## src/rtl/cookie_pkg.sv

```systemverilog
// cookie_pkg: shared FSM state type and default sizing for the cookie jar.
package cookie_pkg;
  typedef enum logic [1:0] {IDLE, RUN, FAIL} state_t;
  localparam int WORD_W_D = 8;
  localparam int FIFO_DEPTH_D = 4;
  localparam int REP_LIMIT_D = 16;
  localparam int SYNC_STAGES = 2;
endpackage

```

## src/rtl/cookie_jar_fifo.sv

```systemverilog
// cookie_jar_fifo: flushable synchronous FIFO with a registered head word.
module cookie_jar_fifo #(
  parameter int W = 8,
  parameter int DEPTH = 4
) (
  input  logic         clk,
  input  logic         rst,
  input  logic         flush,
  input  logic         push,
  input  logic [W-1:0] push_data,
  input  logic         pop,
  output logic [W-1:0] head_data,
  output logic         empty,
  output logic         full
);
  localparam int AW = $clog2(DEPTH);
  localparam int PW = AW + 1;
  logic [W-1:0] mem [DEPTH];
  logic [PW-1:0] wr, rd, wr_n, rd_n;
  logic do_push, do_pop;
  always_comb begin
    empty = wr == rd;
    full = (wr[AW] != rd[AW]) && (wr[AW-1:0] == rd[AW-1:0]);
    do_push = push && (!full || pop) && !flush;
    do_pop = pop && !empty && !flush;
    wr_n = wr + PW'(do_push);
    rd_n = rd + PW'(do_pop);
  end
  // head is refreshed from the post-update pointers; a word pushed into an empty slot bypasses mem
  always_ff @(posedge clk or posedge rst)
    if (rst) begin
      wr <= '0;
      rd <= '0;
      head_data <= '0;
    end else if (flush) begin
      wr <= '0;
      rd <= '0;
      head_data <= '0;
    end else begin
      wr <= wr_n;
      rd <= rd_n;
      if (rd_n != wr_n) head_data <= (do_push && rd_n == wr) ? push_data : mem[rd_n[AW-1:0]];
    end
  always_ff @(posedge clk)
    if (do_push) mem[wr[AW-1:0]] <= push_data;
endmodule

```

## src/rtl/cookie_jar.sv

```systemverilog
// cookie_jar: samples the cookie random-bit chain, health-tests, debiases, packs and buffers words.
module cookie_jar import cookie_pkg::*; #(
  parameter int WORD_W = WORD_W_D,
  parameter int FIFO_DEPTH = FIFO_DEPTH_D,
  parameter int REP_LIMIT = REP_LIMIT_D,
  parameter bit VN_EN = 1'b1
) (
  input  logic              clk,
  input  logic              rst,
  input  logic              en,
  input  logic              rbit,
  input  logic              clear_i,
  output logic [WORD_W-1:0] data_o,
  output logic              valid_o,
  input  logic              ready_i,
  output logic              health_fail_o,
  output logic              overflow_o
);
  localparam int CW = $clog2(WORD_W);
  localparam int RW = $clog2(REP_LIMIT + 1);
  state_t state;
  logic [SYNC_STAGES-1:0] sync, en_d;
  logic [WORD_W-2:0] shreg;
  logic [WORD_W-1:0] word_n;
  logic [CW-1:0] cnt;
  logic [RW-1:0] rep_cnt, rep_n;
  logic prev, vn_have, vn_first;
  logic raw, sample, trip, acc, bit_v, push, pop, flush, empty, full;
  always_comb begin
    raw = sync[SYNC_STAGES-1];
    sample = state == RUN && en_d[SYNC_STAGES-1];
    rep_n = (rep_cnt == '0 || raw != prev) ? RW'(1) : rep_cnt + RW'(1);
    trip = sample && rep_n == RW'(REP_LIMIT);
    acc = VN_EN ? vn_have && vn_first != raw : 1'b1;
    bit_v = VN_EN ? vn_first : raw;
    word_n = {shreg, bit_v};
    push = sample && !trip && acc && cnt == CW'(WORD_W - 1);
    pop = valid_o && ready_i;
    flush = clear_i || trip;
  end
  assign valid_o = !empty && state != FAIL;
  always_ff @(posedge clk or posedge rst)
    if (rst) begin
      state <= IDLE;
      sync <= '0;
      en_d <= '0;
      shreg <= '0;
      cnt <= '0;
      rep_cnt <= '0;
      prev <= 1'b0;
      vn_have <= 1'b0;
      vn_first <= 1'b0;
      health_fail_o <= 1'b0;
      overflow_o <= 1'b0;
    end else begin
      sync <= {sync[SYNC_STAGES-2:0], rbit};
      en_d <= {en_d[SYNC_STAGES-2:0], en};
      if (clear_i) begin
        state <= IDLE;
        shreg <= '0;
        cnt <= '0;
        rep_cnt <= '0;
        prev <= 1'b0;
        vn_have <= 1'b0;
        vn_first <= 1'b0;
        health_fail_o <= 1'b0;
        overflow_o <= 1'b0;
      end else if (trip) begin
        state <= FAIL;
        health_fail_o <= 1'b1;
        shreg <= '0;
        cnt <= '0;
        rep_cnt <= rep_n;
      end else begin
        if (push && full && !pop) overflow_o <= 1'b1;
        if (state == IDLE && en) state <= RUN;
        else if (state == RUN && !en) state <= IDLE;
        // leaving RUN drops any half-formed pair; the partial word is kept
        if (state == IDLE) vn_have <= 1'b0;
        if (sample) begin
          rep_cnt <= rep_n;
          prev <= raw;
          vn_have <= VN_EN && !vn_have;
          if (!vn_have) vn_first <= raw;
          if (acc) begin
            shreg <= word_n[WORD_W-2:0];
            cnt <= push ? '0 : cnt + CW'(1);
          end
        end
      end
    end
  cookie_jar_fifo #(.W(WORD_W), .DEPTH(FIFO_DEPTH)) fifo (
    .clk(clk),
    .rst(rst),
    .flush(flush),
    .push(push),
    .push_data(word_n),
    .pop(pop),
    .head_data(data_o),
    .empty(empty),
    .full(full)
  );
endmodule

```

## config.mk

```make
export PLATFORM = sky130hd
export DESIGN_NAME = cookie_jar
export DESIGN_NICKNAME = d
export VERILOG_FILES = /design/src/rtl/cookie_pkg.sv /design/src/rtl/cookie_jar_fifo.sv /design/src/rtl/cookie_jar.sv
export SDC_FILE = /design/constraint.sdc
export NUM_CORES = 1
export LEC_CHECK = 0
export CAP_MARGIN = 20
export CORE_MARGIN = 5
export CORE_UTILIZATION = 30
export CTS_CLUSTER_DIAMETER = 60
export DETAILED_ROUTE_END_ITERATION = 6
export HOLD_SLACK_MARGIN = 0.02
export PLACE_DENSITY = 0.46
export SLEW_MARGIN = 20
export SYNTH_ARGS = -nofsm -noshare
export SYNTH_HDL_FRONTEND = slang
export SYNTH_SLANG_ARGS = --single-unit
```

## constraint.sdc

```tcl
create_clock -name clk -period 3.56 [get_ports clk]
set_input_delay 0.712 -clock clk [delete_from_list [all_inputs] [get_ports clk]]
set_output_delay 0.712 -clock clk [all_outputs]
set_load 0.005 [all_outputs]
```

Yosys cells after proc, flatten, opt, wreduce, memory -nomap -nowiden
Memory sizes are Yosys's and may differ from the RTL's.
Cells that the tools add are included.

cells by class
  $add $sub $neg = 4
  equal/unequal tests = 13
  multiplexer cells = 40
  reductions and logical operators = 43

operators with widths
  cell                   count
  $mux W7                4
  $mux W8                3
  $mux W3                7
  $mux W5                4
  $logic_and A1 B1 Y1    18
  $mux W1                18
  $reduce_bool A3 Y1     3
  $mux W2                4
  $reduce_and A2 Y1      4
  $reduce_bool A2 Y1     4
  $logic_not A1 Y1       7
  $add A3 B1 Y3          2
  $eq A3 B3 Y1           2
  $ne A2 B2 Y1 const B   3
  $add A5 B1 Y5 const B  1
  $eq A5 B5 Y1 const B   1
  $logic_not A5 Y1       1
  $reduce_bool A4 Y1     1
  $add A3 B1 Y3 const B  1
  $eq A3 B3 Y1 const B   1
  $logic_or A1 B1 Y1     3
  $ne A1 B1 Y1           3
  $ne A3 B3 Y1           1
  $reduce_and A3 Y1      1
  3 further kinds        3

word-level totals
  register bits = 40
  bits in writable memories = 32
  input port bits = 6
  output and inout bits = 11
  logic and storage cells = 115
  memories = 1

memories
  memory    depth  bits a word  rd ports  clocked after Yosys merged registers in  wr ports  line                   text
  fifo.mem  4      8            1         0                                        1         cookie_jar_fifo.sv:18  logic [W-1:0] mem [DEPTH];

Logic depth before layout (Yosys ltp)
  word-level depth = 15
  gate-level depth with buffers = 15
  depth with buffers taken out = 13

Cells and area by module
From an unflattened synthesis, not the netlist that was laid out.

second synthesis, totals
  cell total of the unflattened synthesis = 236
  area total of the unflattened synthesis = 3400.8 µm²

modules (own cells, without submodules)
  module           instances  cells an instance  area each (µm²)  sequential area each (µm²)
  cookie_jar_fifo  1          112                2092.0           1311.3
  cookie_jar       1          124                1308.8           650.6

Least setup slack after synthesis
No wires, ideal clock.

  path type = register to register
  from = register rep_cnt[0]
  to = register fifo.head_data[5]
  setup time = 135 ps
  arrival time = 3629 ps
  required time = 3425 ps
  setup slack = -204 ps
  stages on the path, launching flop included = 16
  path buffers = 2
  period minus slack after synthesis = 3764 ps
  cell sequence = dfrtp_1 -> inv_1 -> ha_1 -> or4b_1 -> o22ai_1 -> a31oi_2 -> clkbuf_1 -> and3_1 -> ha_1 -> ha_1 -> xnor2_1 -> nand3_1 -> or3_1 -> buf_6 -> o21ai_2 -> a22oi_1

between the ends
  longest elaborated chain between the ends = 15
  elaborated cells on any way between the ends = 25
  classes of those cells = add/sub (3); eq/ne (3); mux (4); reduce/logical (14); memory (1)

RTL lines
  what                                                                    line                   text
  start, declared                                                         cookie_jar.sv:26       logic [RW-1:0] rep_cnt, rep_n;
  start signal, assigned                                                  cookie_jar.sv:73       rep_cnt <= rep_n;
  start signal, assigned                                                  cookie_jar.sv:81       rep_cnt <= rep_n;
  parallel branches: the longest is 2 deep, another holds $add A5 B1 Y5   --
  $mux W5 (*)                                                             cookie_jar.sv:32       rep_n = (rep_cnt == '0 || raw != prev) ? RW'(1) : rep_cnt + RW'(1);
  $eq A5 B5 Y1 (*)                                                        cookie_jar.sv:33       trip = sample && rep_n == RW'(REP_LIMIT);
  $logic_and A1 B1 Y1 (*)                                                 cookie_jar.sv:33
  parallel branches: the longest is 10 deep, another holds $mem_v2 Z4 W8  --
  end signal, assigned                                                    cookie_jar_fifo.sv:42  if (rd_n != wr_n) head_data <= (do_push && rd_n == wr) ? push_data : mem[rd_n[AW-1:0]];
  end, declared                                                           cookie_jar_fifo.sv:12  output logic [W-1:0] head_data,

Every way passes the cells marked *. The select of a mux whose other input is x is not followed.
A chain may end at the register's enable or synchronous reset.

Worst setup path in the final report
  from = register rep_cnt[0]
  to = register fifo.head_data[4]

The elaborated chain is that of the path after synthesis.

==> results.sh <==
export IMPL_nets=327
export IMPL_cp_arrival_ps=3560
export IMPL_cp_start_kind="flip-flop"
export IMPL_cp_depth=13
export IMPL_grt_pass1_vias=2385
export IMPL_grt_overflow_total=0
export IMPL_cts_sinks=72
export IMPL_synthArstFlopShare=0.556
export IMPL_cts_setup_buffers=0
export IMPL_nFillCells=1106
export IMPL_leakagePower_nw=1.66
export IMPL_cts_root_buffer="clkbuf_16"
export IMPL_initial_utilization=0.308
export IMPL_r2r_slack_ps=190
export IMPL_synth_area_mux_share=0.0595
export IMPL_rows=39
export IMPL_ant_nets=0
export IMPL_cts_clk_slew_worst_paths_ps=60
export IMPL_cp_required_ps=3750
export IMPL_stdcell_area_um2=4250
export IMPL_min_from="sync[0]"
export IMPL_syn_num_nets=298
export IMPL_yosysUniqueCellTypes=52
export IMPL_dp_hpwl_mm=5.44
export IMPL_wl_mm=7.81
export IMPL_ff2ff_path_depth=13
export IMPL_syn_area_per_cell_um2=12.4
export IMPL_yosysTopAreaCell="dfrtp_1"
export IMPL_ys_ff_latch=72
export IMPL_post_route_period_util=0.948
export IMPL_synth_flop_cell="dfrtp_1"
export IMPL_cap_violations=0
export IMPL_crit_reg2reg_capture="fifo.head_data[4]"
export IMPL_grt_max_degree=26
export IMPL_worst_path_buf_inv=1
export IMPL_power_density_nw_per_um2=411
export IMPL_netlist_instances=284
export IMPL_synth_compound_area_frac=0.136
export IMPL_yosysSeqAreaShare=0.555
export IMPL_drtIter0Drc=191
export IMPL_synth_xor_area_share=0.0414
export IMPL_place_area_um2=3970
export IMPL_ir_drop_mv=0.263
export IMPL_hold_depth=0
export IMPL_crit_top_cell="ha_1"
export IMPL_holdPathEnd="sync[1]"
export IMPL_max_slew_margin=0.479
export IMPL_endpoint_kind="flip-flop"
export IMPL_crit_family="simple AND/OR/NAND/NOR gates"
export IMPL_io_pins=17
export IMPL_ctsHoldBuffers=0
export IMPL_fp_dieW_um=119
export IMPL_num_vias=2353
export IMPL_wl_per_cell_um=16.9
export IMPL_synthesis_area_um2=3530
export IMPL_synth_edf_count=32
export IMPL_yosys_warnings=0
export IMPL_globalplace_congestion=0.768
export IMPL_dieArea_um2=14100
export IMPL_regArea_um2=1960
export IMPL_hp_class="reg -> reg"
export IMPL_report_final_hold_viol_count=0
export IMPL_multi_input_area_um2=1510
export IMPL_slew_violations=0
export IMPL_ctsResizeCount=0
export IMPL_drc_errors=0
export IMPL_synthAdderAreaFrac=0.0283
export IMPL_clock_path_buffers=2
export IMPL_via_per_inst=5.10
export IMPL_worstMarginPinSlew_ps=775
export IMPL_clock_latency_ps=330
export IMPL_dr_pass1_iters=4
export IMPL_synth_top_family_by_area="simple AND/OR/NAND/NOR gates"
export IMPL_dp_slack_ps=14.7
export IMPL_period_minus_slack_ps=3370
export IMPL_die_h_um=119
export IMPL_outcome="finished clean"
export IMPL_synth_simple_gate_area_frac=0.147
export IMPL_drive_above_1_share=0.195
export IMPL_cts_made_buffers=9
export IMPL_clock_fmax_mhz=296
export IMPL_cp_max_fo=8
export IMPL_synth_top_area_frac=0.283
export IMPL_cp_cell_sequence="inv_1 -> ha_1 -> or4b_1 -> o22ai_2 -> a31oi_4 -> and3_1 -> ha_1 -> ha_4 -> xnor3_2 -> xnor2_2 -> nor3_4 -> a211o_1 -> a22oi_1"
export IMPL_antenna_cells=0
export IMPL_htreeDepth=3
export IMPL_port_buffers=16
export IMPL_grt_pass1_wl_mm=13.1
export IMPL_finalWorstSetupSlack_ps=187
export IMPL_finalSetupViolCount=0
export IMPL_path_class="reg -> reg"
export IMPL_slowest_stage="or4b_1"
export IMPL_syn2layout_area_growth_pct=20.3
export IMPL_ys_top_cells_by_area="dfrtp_1, edfxtp_1, mux4_2"
export IMPL_core_um2=11500
export IMPL_antenna_found_initial=0
export IMPL_gr_usage_all_layers=0.117
export IMPL_crit_path_max_incr_delay_ps=490
export IMPL_finalClockSkew_ps=5.44
export IMPL_tritoncts="yes"
export IMPL_rr_startpoint="rep_cnt[0]"
## per-stage QoR
step	total power, W	std cells	TNS [ps]	utilization	hold WS [ps]
final	0.00175	461	0	0.371	349
after floorplan	0.000927	284	0	-	331
after global routing	0.00182	461	-5.47	0.371	363
after CTS	0.00177	461	0	0.369	351
after detailed placement	0.000949	445	0	0.346	339
after global placement	0.000949	445	0	0.346	334
## logic make-up (layout without fill, tap and decap cells)
logic type / after synthesis / count (layout)
compound gates: 63 / 63
simple gates: 91 / 91
flops: 72 / 72
buf+inv: 24 / 58
xor+xnor: 15 / 15
fa+ha+maj: 8 / 8
mux: 11 / 11
## report_power, final
part / internal (W) / switching, W
clock: 0.000486 / 0.000329
combinational: 0.0000193 / 0.0000344
sequential: 0.000871 / 0.00000798
total: 0.00138 / 0.000371
## worst reg2reg max path: stages, from the launching register on
cell,delay (ps)
dfrtp_1,350
inv_1,50
ha_1,310
or4b_1,490
o22ai_2,200
a31oi_4,140
and3_1,200
ha_1,200
ha_4,170
xnor3_2,270
xnor2_2,170
nor3_4,220
a211o_1,300
a22oi_1,150
## synth_stat cells (9+ instances only)
| library cell | count |
|---|---|
| edfxtp_1 | 32 |
| dfrtp_1 | 40 |
| a21oi_1 | 9 |
| nor3_1 | 13 |
| nand4_1 | 9 |
| nand2_1 | 10 |
| a22oi_1 | 14 |
| nor2_1 | 16 |
| nand3_1 | 16 |
| clkbuf_1 | 12 |
## metal layers
layer	global-route usage	vias up	wire [um]
met1	0.168	1160	4020
met4	0.0446	0	126
met2	0.168	37	3410
li1	-	1147	-
met5	0	-	0
met3	0.0306	9	256
## area by class of cell
cell class	count	share of cell area
timing repair buffer	36	0.0738
multi-input combinational	188	0.355
sequential	72	0.461
clock inverter	4	0.00500
tap	143	0.0421
inverter	6	0.00530
clock buffer	12	0.0580
## worst max path at each step
| stage | start | endpoint |
|---|---|---|
| global placement | clear_i | fifo.head_data[0] |
| detailed placement | clear_i | fifo.head_data[4] |
| floorplan | rep_cnt[0] | fifo.head_data[2] |
| CTS | rep_cnt[0] | fifo.head_data[1] |
| global route | rep_cnt[0] | fifo.head_data[1] |
| finish | rep_cnt[0] | fifo.head_data[4] |
## sequential cells by signal, summed over array words and instances, names as in the netlist
signal and flops:
bit_v 1, cnt 3, en_d 2, fifo.head_data 8, fifo.mem 32, fifo.rd 3
fifo.wr 3, health_fail_o 1, overflow_o 1, prev 1, rep_cnt 5, shreg 7
state 2, sync 2, vn_have 1
## placed cells by master (no fill, tap or decap), types with 6 or more instances in the layout
cell	instances
and2_1	6
clkbuf_16	9
o21ai_2	8
a22oi_1	14
xor2_1	8
a32oi_1	8
dfrtp_1	40
nand2_1	10
nand3_1	16
buf_4	19
nor3_1	13
mux4_2	8
nand4_1	9
nor2_1	16
clkdlybuf4s50_1	16
edfxtp_1	32
ha_1	7
a21oi_1	9
Power figures use the tool's default switching activity.
